**src/rtl/host_rd_if.sv**
```systemverilog
// host_rd_if: host byte handshake plus Wishbone B3 classic master signals for host_rd.
interface host_rd_if #(parameter int LEN_WIDTH = 16);
  logic                 start_i;
  logic [31:0]          adr_i;
  logic [LEN_WIDTH-1:0] len_i;
  logic                 abort_i;
  logic [7:0]           data_o;
  logic                 valid_o;
  logic                 byte_ack_i;
  logic                 busy_o;
  logic                 done_o;
  logic                 err_o;
  logic [31:0]          wb_adr_o;
  logic [31:0]          wb_dat_o;
  logic [3:0]           wb_sel_o;
  logic                 wb_we_o;
  logic                 wb_cyc_o;
  logic                 wb_stb_o;
  logic [2:0]           wb_cti_o;
  logic [1:0]           wb_bte_o;
  logic [31:0]          wb_dat_i;
  logic                 wb_ack_i;
  logic                 wb_err_i;
  modport master (
    input  start_i, adr_i, len_i, abort_i, byte_ack_i, wb_dat_i, wb_ack_i, wb_err_i,
    output data_o, valid_o, busy_o, done_o, err_o,
           wb_adr_o, wb_dat_o, wb_sel_o, wb_we_o, wb_cyc_o, wb_stb_o, wb_cti_o, wb_bte_o
  );
  modport slave (
    output start_i, adr_i, len_i, abort_i, byte_ack_i, wb_dat_i, wb_ack_i, wb_err_i,
    input  data_o, valid_o, busy_o, done_o, err_o,
           wb_adr_o, wb_dat_o, wb_sel_o, wb_we_o, wb_cyc_o, wb_stb_o, wb_cti_o, wb_bte_o
  );
endinterface

```
**src/rtl/host_rd.sv**
```systemverilog
// host_rd: Wishbone word reader streaming each word MSB-first as bytes to the host.
// HOST_RD_CHECKSUM_EN appends an 8-bit running-sum byte after the last data byte.
module host_rd #(
  parameter int LEN_WIDTH = 16
) (
  input logic clk_i,
  input logic rst_i,
  host_rd_if.master bus
);
`ifdef HOST_RD_CHECKSUM_EN
  typedef enum logic [2:0] {IDLE, BUS, SEND, CSUM, DONE} state_t;
  logic [7:0] sum_q;
`else
  typedef enum logic [1:0] {IDLE, BUS, SEND, DONE} state_t;
`endif
  state_t               state_q;
  logic [31:0]          adr_q;
  logic [31:0]          word_q;
  logic [LEN_WIDTH-1:0] cnt_q;
  logic [1:0]           idx_q;
  logic [7:0]           data_q;
  logic                 valid_q;
  logic                 busy_q;
  logic                 done_q;
  logic                 err_q;
  logic                 cyc_q;
  logic                 abort_q;
  always_ff @(posedge clk_i or posedge rst_i) begin
    if (rst_i) begin
      state_q <= IDLE;
      adr_q   <= '0;
      word_q  <= '0;
      cnt_q   <= '0;
      idx_q   <= '0;
      data_q  <= '0;
      valid_q <= 1'b0;
      busy_q  <= 1'b0;
      done_q  <= 1'b0;
      err_q   <= 1'b0;
      cyc_q   <= 1'b0;
      abort_q <= 1'b0;
`ifdef HOST_RD_CHECKSUM_EN
      sum_q   <= '0;
`endif
    end else begin
      done_q <= 1'b0;
      case (state_q)
        IDLE: if (bus.start_i) begin
          adr_q   <= bus.adr_i & 32'hFFFF_FFFC;
          cnt_q   <= bus.len_i;
          err_q   <= 1'b0;
          busy_q  <= 1'b1;
          abort_q <= 1'b0;
          idx_q   <= '0;
`ifdef HOST_RD_CHECKSUM_EN
          sum_q   <= '0;
`endif
          if (bus.len_i != '0) begin
            state_q <= BUS;
            cyc_q   <= 1'b1;
          end else begin
`ifdef HOST_RD_CHECKSUM_EN
            state_q <= CSUM;
            data_q  <= '0;
            valid_q <= 1'b1;
`else
            state_q <= DONE;
`endif
          end
        end
        // An abort seen here is remembered; the open bus cycle must still finish.
        BUS: if (bus.wb_ack_i || bus.wb_err_i) begin
          cyc_q <= 1'b0;
          if (bus.wb_err_i) begin
            err_q   <= 1'b1;
            busy_q  <= 1'b0;
            state_q <= IDLE;
          end else if (abort_q || bus.abort_i) begin
            busy_q  <= 1'b0;
            state_q <= IDLE;
          end else begin
            word_q  <= {bus.wb_dat_i[23:0], 8'h00};
            data_q  <= bus.wb_dat_i[31:24];
            valid_q <= 1'b1;
            idx_q   <= '0;
            state_q <= SEND;
          end
        end else if (bus.abort_i) begin
          abort_q <= 1'b1;
        end
        SEND: if (bus.abort_i) begin
          valid_q <= 1'b0;
          busy_q  <= 1'b0;
          state_q <= IDLE;
        end else if (bus.byte_ack_i) begin
`ifdef HOST_RD_CHECKSUM_EN
          sum_q  <= sum_q + data_q;
`endif
          idx_q  <= idx_q + 2'd1;
          data_q <= word_q[31:24];
          word_q <= word_q << 8;
          if (idx_q == 2'd3) begin
            valid_q <= 1'b0;
            adr_q   <= adr_q + 32'd4;
            cnt_q   <= cnt_q - 1'b1;
            if (cnt_q != LEN_WIDTH'(1)) begin
              state_q <= BUS;
              cyc_q   <= 1'b1;
            end else begin
`ifdef HOST_RD_CHECKSUM_EN
              state_q <= CSUM;
              data_q  <= sum_q + data_q;
              valid_q <= 1'b1;
`else
              state_q <= DONE;
`endif
            end
          end
        end
`ifdef HOST_RD_CHECKSUM_EN
        CSUM: if (bus.abort_i) begin
          valid_q <= 1'b0;
          busy_q  <= 1'b0;
          state_q <= IDLE;
        end else if (bus.byte_ack_i) begin
          valid_q <= 1'b0;
          state_q <= DONE;
        end
`endif
        DONE: begin
          busy_q  <= 1'b0;
          done_q  <= !bus.abort_i;
          state_q <= IDLE;
        end
        default: state_q <= IDLE;
      endcase
    end
  end
  assign bus.data_o   = data_q;
  assign bus.valid_o  = valid_q;
  assign bus.busy_o   = busy_q;
  assign bus.done_o   = done_q;
  assign bus.err_o    = err_q;
  assign bus.wb_adr_o = adr_q;
  assign bus.wb_dat_o = '0;
  assign bus.wb_sel_o = 4'hF;
  assign bus.wb_we_o  = 1'b0;
  assign bus.wb_cyc_o = cyc_q;
  assign bus.wb_stb_o = cyc_q;
  assign bus.wb_cti_o = 3'b000;
  assign bus.wb_bte_o = 2'b00;
endmodule

```
**src/flat_wrapper.sv**
```systemverilog
// flat-port wrapper written by rule: the top's interface ports become plain ports
module host_rd_flat 
#(
  parameter int LEN_WIDTH = 16
)
  (clk_i, rst_i, bus_start_i, bus_adr_i, bus_len_i, bus_abort_i, bus_byte_ack_i, bus_wb_dat_i, bus_wb_ack_i, bus_wb_err_i, bus_data_o, bus_valid_o, bus_busy_o, bus_done_o, bus_err_o, bus_wb_adr_o, bus_wb_dat_o, bus_wb_sel_o, bus_wb_we_o, bus_wb_cyc_o, bus_wb_stb_o, bus_wb_cti_o, bus_wb_bte_o);
  host_rd_if #(.LEN_WIDTH(LEN_WIDTH)) bus_i ();
  input logic clk_i;
  input logic rst_i;
  input wire logic [$bits(bus_i.start_i)-1:0] bus_start_i;
  input wire logic [$bits(bus_i.adr_i)-1:0] bus_adr_i;
  input wire logic [$bits(bus_i.len_i)-1:0] bus_len_i;
  input wire logic [$bits(bus_i.abort_i)-1:0] bus_abort_i;
  input wire logic [$bits(bus_i.byte_ack_i)-1:0] bus_byte_ack_i;
  input wire logic [$bits(bus_i.wb_dat_i)-1:0] bus_wb_dat_i;
  input wire logic [$bits(bus_i.wb_ack_i)-1:0] bus_wb_ack_i;
  input wire logic [$bits(bus_i.wb_err_i)-1:0] bus_wb_err_i;
  output wire logic [$bits(bus_i.data_o)-1:0] bus_data_o;
  output wire logic [$bits(bus_i.valid_o)-1:0] bus_valid_o;
  output wire logic [$bits(bus_i.busy_o)-1:0] bus_busy_o;
  output wire logic [$bits(bus_i.done_o)-1:0] bus_done_o;
  output wire logic [$bits(bus_i.err_o)-1:0] bus_err_o;
  output wire logic [$bits(bus_i.wb_adr_o)-1:0] bus_wb_adr_o;
  output wire logic [$bits(bus_i.wb_dat_o)-1:0] bus_wb_dat_o;
  output wire logic [$bits(bus_i.wb_sel_o)-1:0] bus_wb_sel_o;
  output wire logic [$bits(bus_i.wb_we_o)-1:0] bus_wb_we_o;
  output wire logic [$bits(bus_i.wb_cyc_o)-1:0] bus_wb_cyc_o;
  output wire logic [$bits(bus_i.wb_stb_o)-1:0] bus_wb_stb_o;
  output wire logic [$bits(bus_i.wb_cti_o)-1:0] bus_wb_cti_o;
  output wire logic [$bits(bus_i.wb_bte_o)-1:0] bus_wb_bte_o;
  assign bus_i.start_i = bus_start_i;
  assign bus_i.adr_i = bus_adr_i;
  assign bus_i.len_i = bus_len_i;
  assign bus_i.abort_i = bus_abort_i;
  assign bus_i.byte_ack_i = bus_byte_ack_i;
  assign bus_i.wb_dat_i = bus_wb_dat_i;
  assign bus_i.wb_ack_i = bus_wb_ack_i;
  assign bus_i.wb_err_i = bus_wb_err_i;
  assign bus_data_o = bus_i.data_o;
  assign bus_valid_o = bus_i.valid_o;
  assign bus_busy_o = bus_i.busy_o;
  assign bus_done_o = bus_i.done_o;
  assign bus_err_o = bus_i.err_o;
  assign bus_wb_adr_o = bus_i.wb_adr_o;
  assign bus_wb_dat_o = bus_i.wb_dat_o;
  assign bus_wb_sel_o = bus_i.wb_sel_o;
  assign bus_wb_we_o = bus_i.wb_we_o;
  assign bus_wb_cyc_o = bus_i.wb_cyc_o;
  assign bus_wb_stb_o = bus_i.wb_stb_o;
  assign bus_wb_cti_o = bus_i.wb_cti_o;
  assign bus_wb_bte_o = bus_i.wb_bte_o;
  host_rd #(.LEN_WIDTH(LEN_WIDTH)) u_core (.clk_i(clk_i), .rst_i(rst_i), .bus(bus_i));
endmodule
```
**config.mk**
```make
export PLATFORM = sky130hd
export DESIGN_NAME = host_rd_flat
export DESIGN_NICKNAME = d
export VERILOG_FILES = /design/src/rtl/host_rd_if.sv /design/src/rtl/host_rd.sv /design/src/flat_wrapper.sv
export SDC_FILE = /design/constraint.sdc
export NUM_CORES = 1
export LEC_CHECK = 0
export BUFFER_PORTS_ARGS = -buffer_cell sky130_fd_sc_hd__buf_2
export CORE_ASPECT_RATIO = 1.4
export CORE_UTILIZATION = 45
export CTS_CLUSTER_DIAMETER = 30
export DETAILED_ROUTE_END_ITERATION = 8
export PLACE_DENSITY = 0.73
export SLEW_MARGIN = 0
export SYNTH_ARGS = -nofsm -noshare
export SYNTH_HDL_FRONTEND = slang
export SYNTH_SLANG_ARGS = --single-unit
```
**constraint.sdc**
```tcl
create_clock -name clk_i -period 3.3 [get_ports clk_i]
set_clock_uncertainty 0.05 [all_clocks]
set_input_delay 0.66 -clock clk_i [delete_from_list [all_inputs] [get_ports clk_i]]
set_output_delay 0.66 -clock clk_i [all_outputs]
set_load 0.02 [all_outputs]
```
==> impl_summary.txt <==
----------------------------------------------------
[STA]
  Number of failing hold endpoints at the final stage ... 0
  Total setup violations reported at the end of the flow ... 0
  Final number of max-transition violations ... 0
  Least-Margin Pin Slew ... about 0.79 ns
  Part of the cycle the worst path needs ... between 70% and 80%
  Period minus WS final ... around 2.5 ns
  Highest attainable clock frequency ... about 400 MHz
  Post-Route Setup TNS ... 0 ns
  Setup slack after layout ... between 0.7 and 0.8 ns
  Worst hold slack after final layout ... roughly 0.29 ns
  Worst slew margin ... between 40% and 50%
  RSZ-0062 raised after global routing ... no

[Placed design]
  IO Port Bufs ... about 130
  HPWL after detailed placement ... just over 9000 microns
  RD Place Congestion ... 0.8310
  Number of placed instances, taps included ... approximately 840
  Minimum setup slack after placement ... 0.8033 ns

[Cells and area]
  Layout cells sized above 1 ... about a quarter
  Top library cells by usage in the layout, fill and taps aside ... sky130_fd_sc_hd__buf_2, sky130_fd_sc_hd__dfrtp_1, sky130_fd_sc_hd__nand2_1
  Most common cell after layout, fill and taps aside ... sky130_fd_sc_hd__buf_2
  Filler-free cell count of the finished design ... 853
  Post-synthesis to final-layout area growth ... 17.19%
  Number of inserted diodes ... 0
  Final net count ... 795

[Pwr]
  Switch share ... between 30% and 40%
  Sequential group share of total power ... between 40 and 50%
  Pint ... approximately 2.4 mW
  Leakage ... 2.881 nW
  Overall power after layout ... approximately 4 mW
  Worst supply voltage drop on vdd ... slightly below 0.0004 V
  Share of total power in the clock network ... between 20 and 30%
  Power density over the cells ... ~650 nW/um^2
  Part of the power in combinational logic ... 30.4%
  Net switching power of the design ... approximately 1.5 mW

[Critical path]
  Crit Path Category ... register to register
  Cells along the critical path ... nand2b_4 > nor2_1 > a21boi_4 > buf_4 > o21ai_0
  Worst-case register-to-register setup slack ... 0.78 ns
  Critical path's slowest cell ... sky130_fd_sc_hd__dfrtp_1
  Worst path top cell family by delay ... simple AND/OR/NAND/NOR gates
  Buf+Inv Stages, Crit Path ... 1
  Biggest cell delay along the critical path ... 0.68 ns
  Critical path required time ... between 3 and 4 ns
  Launching element type of the critical path ... register
  Critical Path Fanout Max ... 64
  Element type at the critical path end ... register
  Data arrival at the endpoint of the critical path ... ~2.7 ns

[Floorplanning]
  Effective utilization at floorplan ... between 40% and 50%
  Die Ht ... about 130 microns
  Die X-Extent ... a little over 90 microns
  Num ports ... 175
  Area of the core ... about 11000 sq um
  Die area ... about 12000 sq um
  Number of cell rows ... 46

[Clock network]
  CTS Buf Count ... 9
  CTS root buffer ... sky130_fd_sc_hd__clkbuf_16
  Longest Clk Path Bufs ... 2
  CTS-repair resized insts ... 0
  Number of sinks handled by clock tree synthesis ... 88
  TritonCTS clock tree ... yes
  Clock insertion delay at the later pin of the skew report ... about 0.34 ns
  Clock-pin slew on the worst setup and hold paths ... ~0.070 ns
  H-tree lvl count ... 3
  Number of hold buffers added after CTS ... 0
  Post CTS Setup Buffer Count ... 0

[Synth]
  Cell count after synthesis ... 595
  Adder-Cell Fraction of Synth Area ... less than 1%
  Top-area cell type share of the netlist area ... approximately 43%
  Most common flop cell mapped by yosys ... sky130_fd_sc_hd__dfrtp_1
  Combinational family with the most area after synthesis ... compound AO/OA/AOI/OAI gates
  Count of flip-flops with a built-in enable after synthesis ... 0
  Number of library cell types mapped by synthesis ... 55
  Share of cell area taken by muxes after synthesis ... between 4 and 5%
  Share of synthesized registers carrying an async set or reset ... 100.0%
  Xor and xnor fraction of the mapped netlist area ... 0%
  Area of the mapped netlist ... roughly 5200 sq um
  Largest area contributor in the synthesized netlist ... sky130_fd_sc_hd__dfrtp_1
  Synth area leaders ... sky130_fd_sc_hd__dfrtp_1, sky130_fd_sc_hd__buf_4, sky130_fd_sc_hd__nand2_1, sky130_fd_sc_hd__a21oi_1, sky130_fd_sc_hd__mux2i_1
  Compound-gate portion of the synthesized area ... a little over a fifth
  Synth Register Bits ... a little under 90
  Simple-gate area share of the yosys netlist ... between 10% and 20%
  Sequential area share after synthesis ... around 43%
  Average instance area after synthesis ... around 8.7 sq um
  Yosys warning count ... 0

[Global routing]
  Global-route total usage across every layer ... between 20% and 30%
  First-pass GRT wire length ... between 20000 and 25000 microns
  Maximum number of pins on one net before global-route repair ... 82
  Via count of the first global-routing pass ... roughly 4700
  Initial antenna violation count ... 0
  GRT Residual Overflow ... 0

[Route]
  Number of detailed-routing iterations run before antenna repair ... 4
  Final routed wire length divided by cell count ... approximately 15 microns
  Wire length reported by the detailed router ... 12860 microns
  Vias per std cell ... around 5.6
  ANT nets after route ... 0
  DRC ... 0
  Iteration-0 DRC Markers ... 321
  Total via count after detailed routing ... 4751

[Hold path]
  Min-Delay Path Class ... input port to asynchronous set/reset pin

[Run]
  Max cap viols ... 0

[Status]
  Run status ... finished clean

----------------------------------------------------
[synthesized netlist by cell type, types with 6 or more instances]
cell	instances
sky130_fd_sc_hd__dfrtp_1	88
sky130_fd_sc_hd__nand2_1	78
sky130_fd_sc_hd__a21oi_1	58
sky130_fd_sc_hd__buf_4	46
sky130_fd_sc_hd__nor2_1	42
sky130_fd_sc_hd__o21ai_1	38
sky130_fd_sc_hd__o21ai_0	29
sky130_fd_sc_hd__mux2i_1	25
sky130_fd_sc_hd__clkbuf_1	21
sky130_fd_sc_hd__nand3_1	18
sky130_fd_sc_hd__o22ai_1	13
sky130_fd_sc_hd__nand4_1	10
sky130_fd_sc_hd__o22a_1	9
sky130_fd_sc_hd__nor3_1	8
sky130_fd_sc_hd__a2bb2oi_1	7
sky130_fd_sc_hd__buf_1	7
sky130_fd_sc_hd__nor4_1	7
sky130_fd_sc_hd__buf_2	6
sky130_fd_sc_hd__inv_1	6
[layer usage]
layer / vias to the layer above / routed length, microns / global-route usage, %
li1: 2291 / - / -
met1: 2266 / 5026 / 24.33
met2: 175 / 6763 / 39.48
met3: 19 / 832 / 5.615
met4: 0 / 238 / 8.145
met5: - / 0 / 0
[area by class of cell]
| class | instances | area (sq um) |
|---|---|---|
| timing repair buffer | 137 | 720.7 |
| inverter | 7 | 27.53 |
| fill | 1053 | 5209 |
| clock buffer | 9 | 225.2 |
| sequential | 88 | 2202 |
| clock inverter | 7 | 60.06 |
| tap | 144 | 180.2 |
| multi-input combinational | 461 | 2656 |
[power groups by stage]
stage / clock network (mW) / logic (mW) / registers [mW]
2_1_floorplan: 0 / 0.717 / 1.87
3_3_place_gp: 0 / 1.17 / 1.73
3_5_place_dp: 0 / 1.21 / 1.75
4_1_cts: 1.02 / 1.21 / 1.74
5_1_grt: 1.06 / 1.34 / 1.80
6_report: 1.00 / 1.20 / 1.74
[state kept, by name, indices dropped and copies added (netlist names), 2 cells and up]
name and cells:
u_core.bus.data_o 8, u_core.bus.wb_adr_o 30, u_core.cnt_q 16, u_core.idx_q 2
u_core.state_q 2, u_core.word_q 24
[metrics by stage]
stage	instance area, sq um	util, %
finish	6072	53.83
floorplan	5339	-
global placement	5787	51.30
global route	6072	53.83
detailed placement	5787	51.30
CTS	6072	53.83
[path summary, 6_finish.rpt]
kind	cells after the start	to	start
setup / recovery	5	u_core.word_q[30]$_DFFE_PP0P_	u_core.state_q[0]$_DFFE_PP0P_
hold / removal	2	u_core.bus.data_o[5]$_DFFE_PP0P_	rst_i
setup reg to reg	5	u_core.word_q[30]$_DFFE_PP0P_	u_core.state_q[0]$_DFFE_PP0P_
hold reg to reg	2	u_core.bus.data_o[2]$_DFFE_PP0P_	u_core.bus.data_o[2]$_DFFE_PP0P_
max in group asynchronous	3	u_core.bus.wb_adr_o[29]$_DFFE_PP0P_	rst_i
min in group clk_i	2	u_core.bus.data_o[2]$_DFFE_PP0P_	u_core.bus.data_o[2]$_DFFE_PP0P_
[cells by family after synthesis]
logic type      after synthesis
compound gates              190
other cells                   2
flops                        88
fa+ha+maj                     4
mux                          25
simple gates                198
buf+inv                      88
Note: power is estimated with default switching activity, not from simulation.
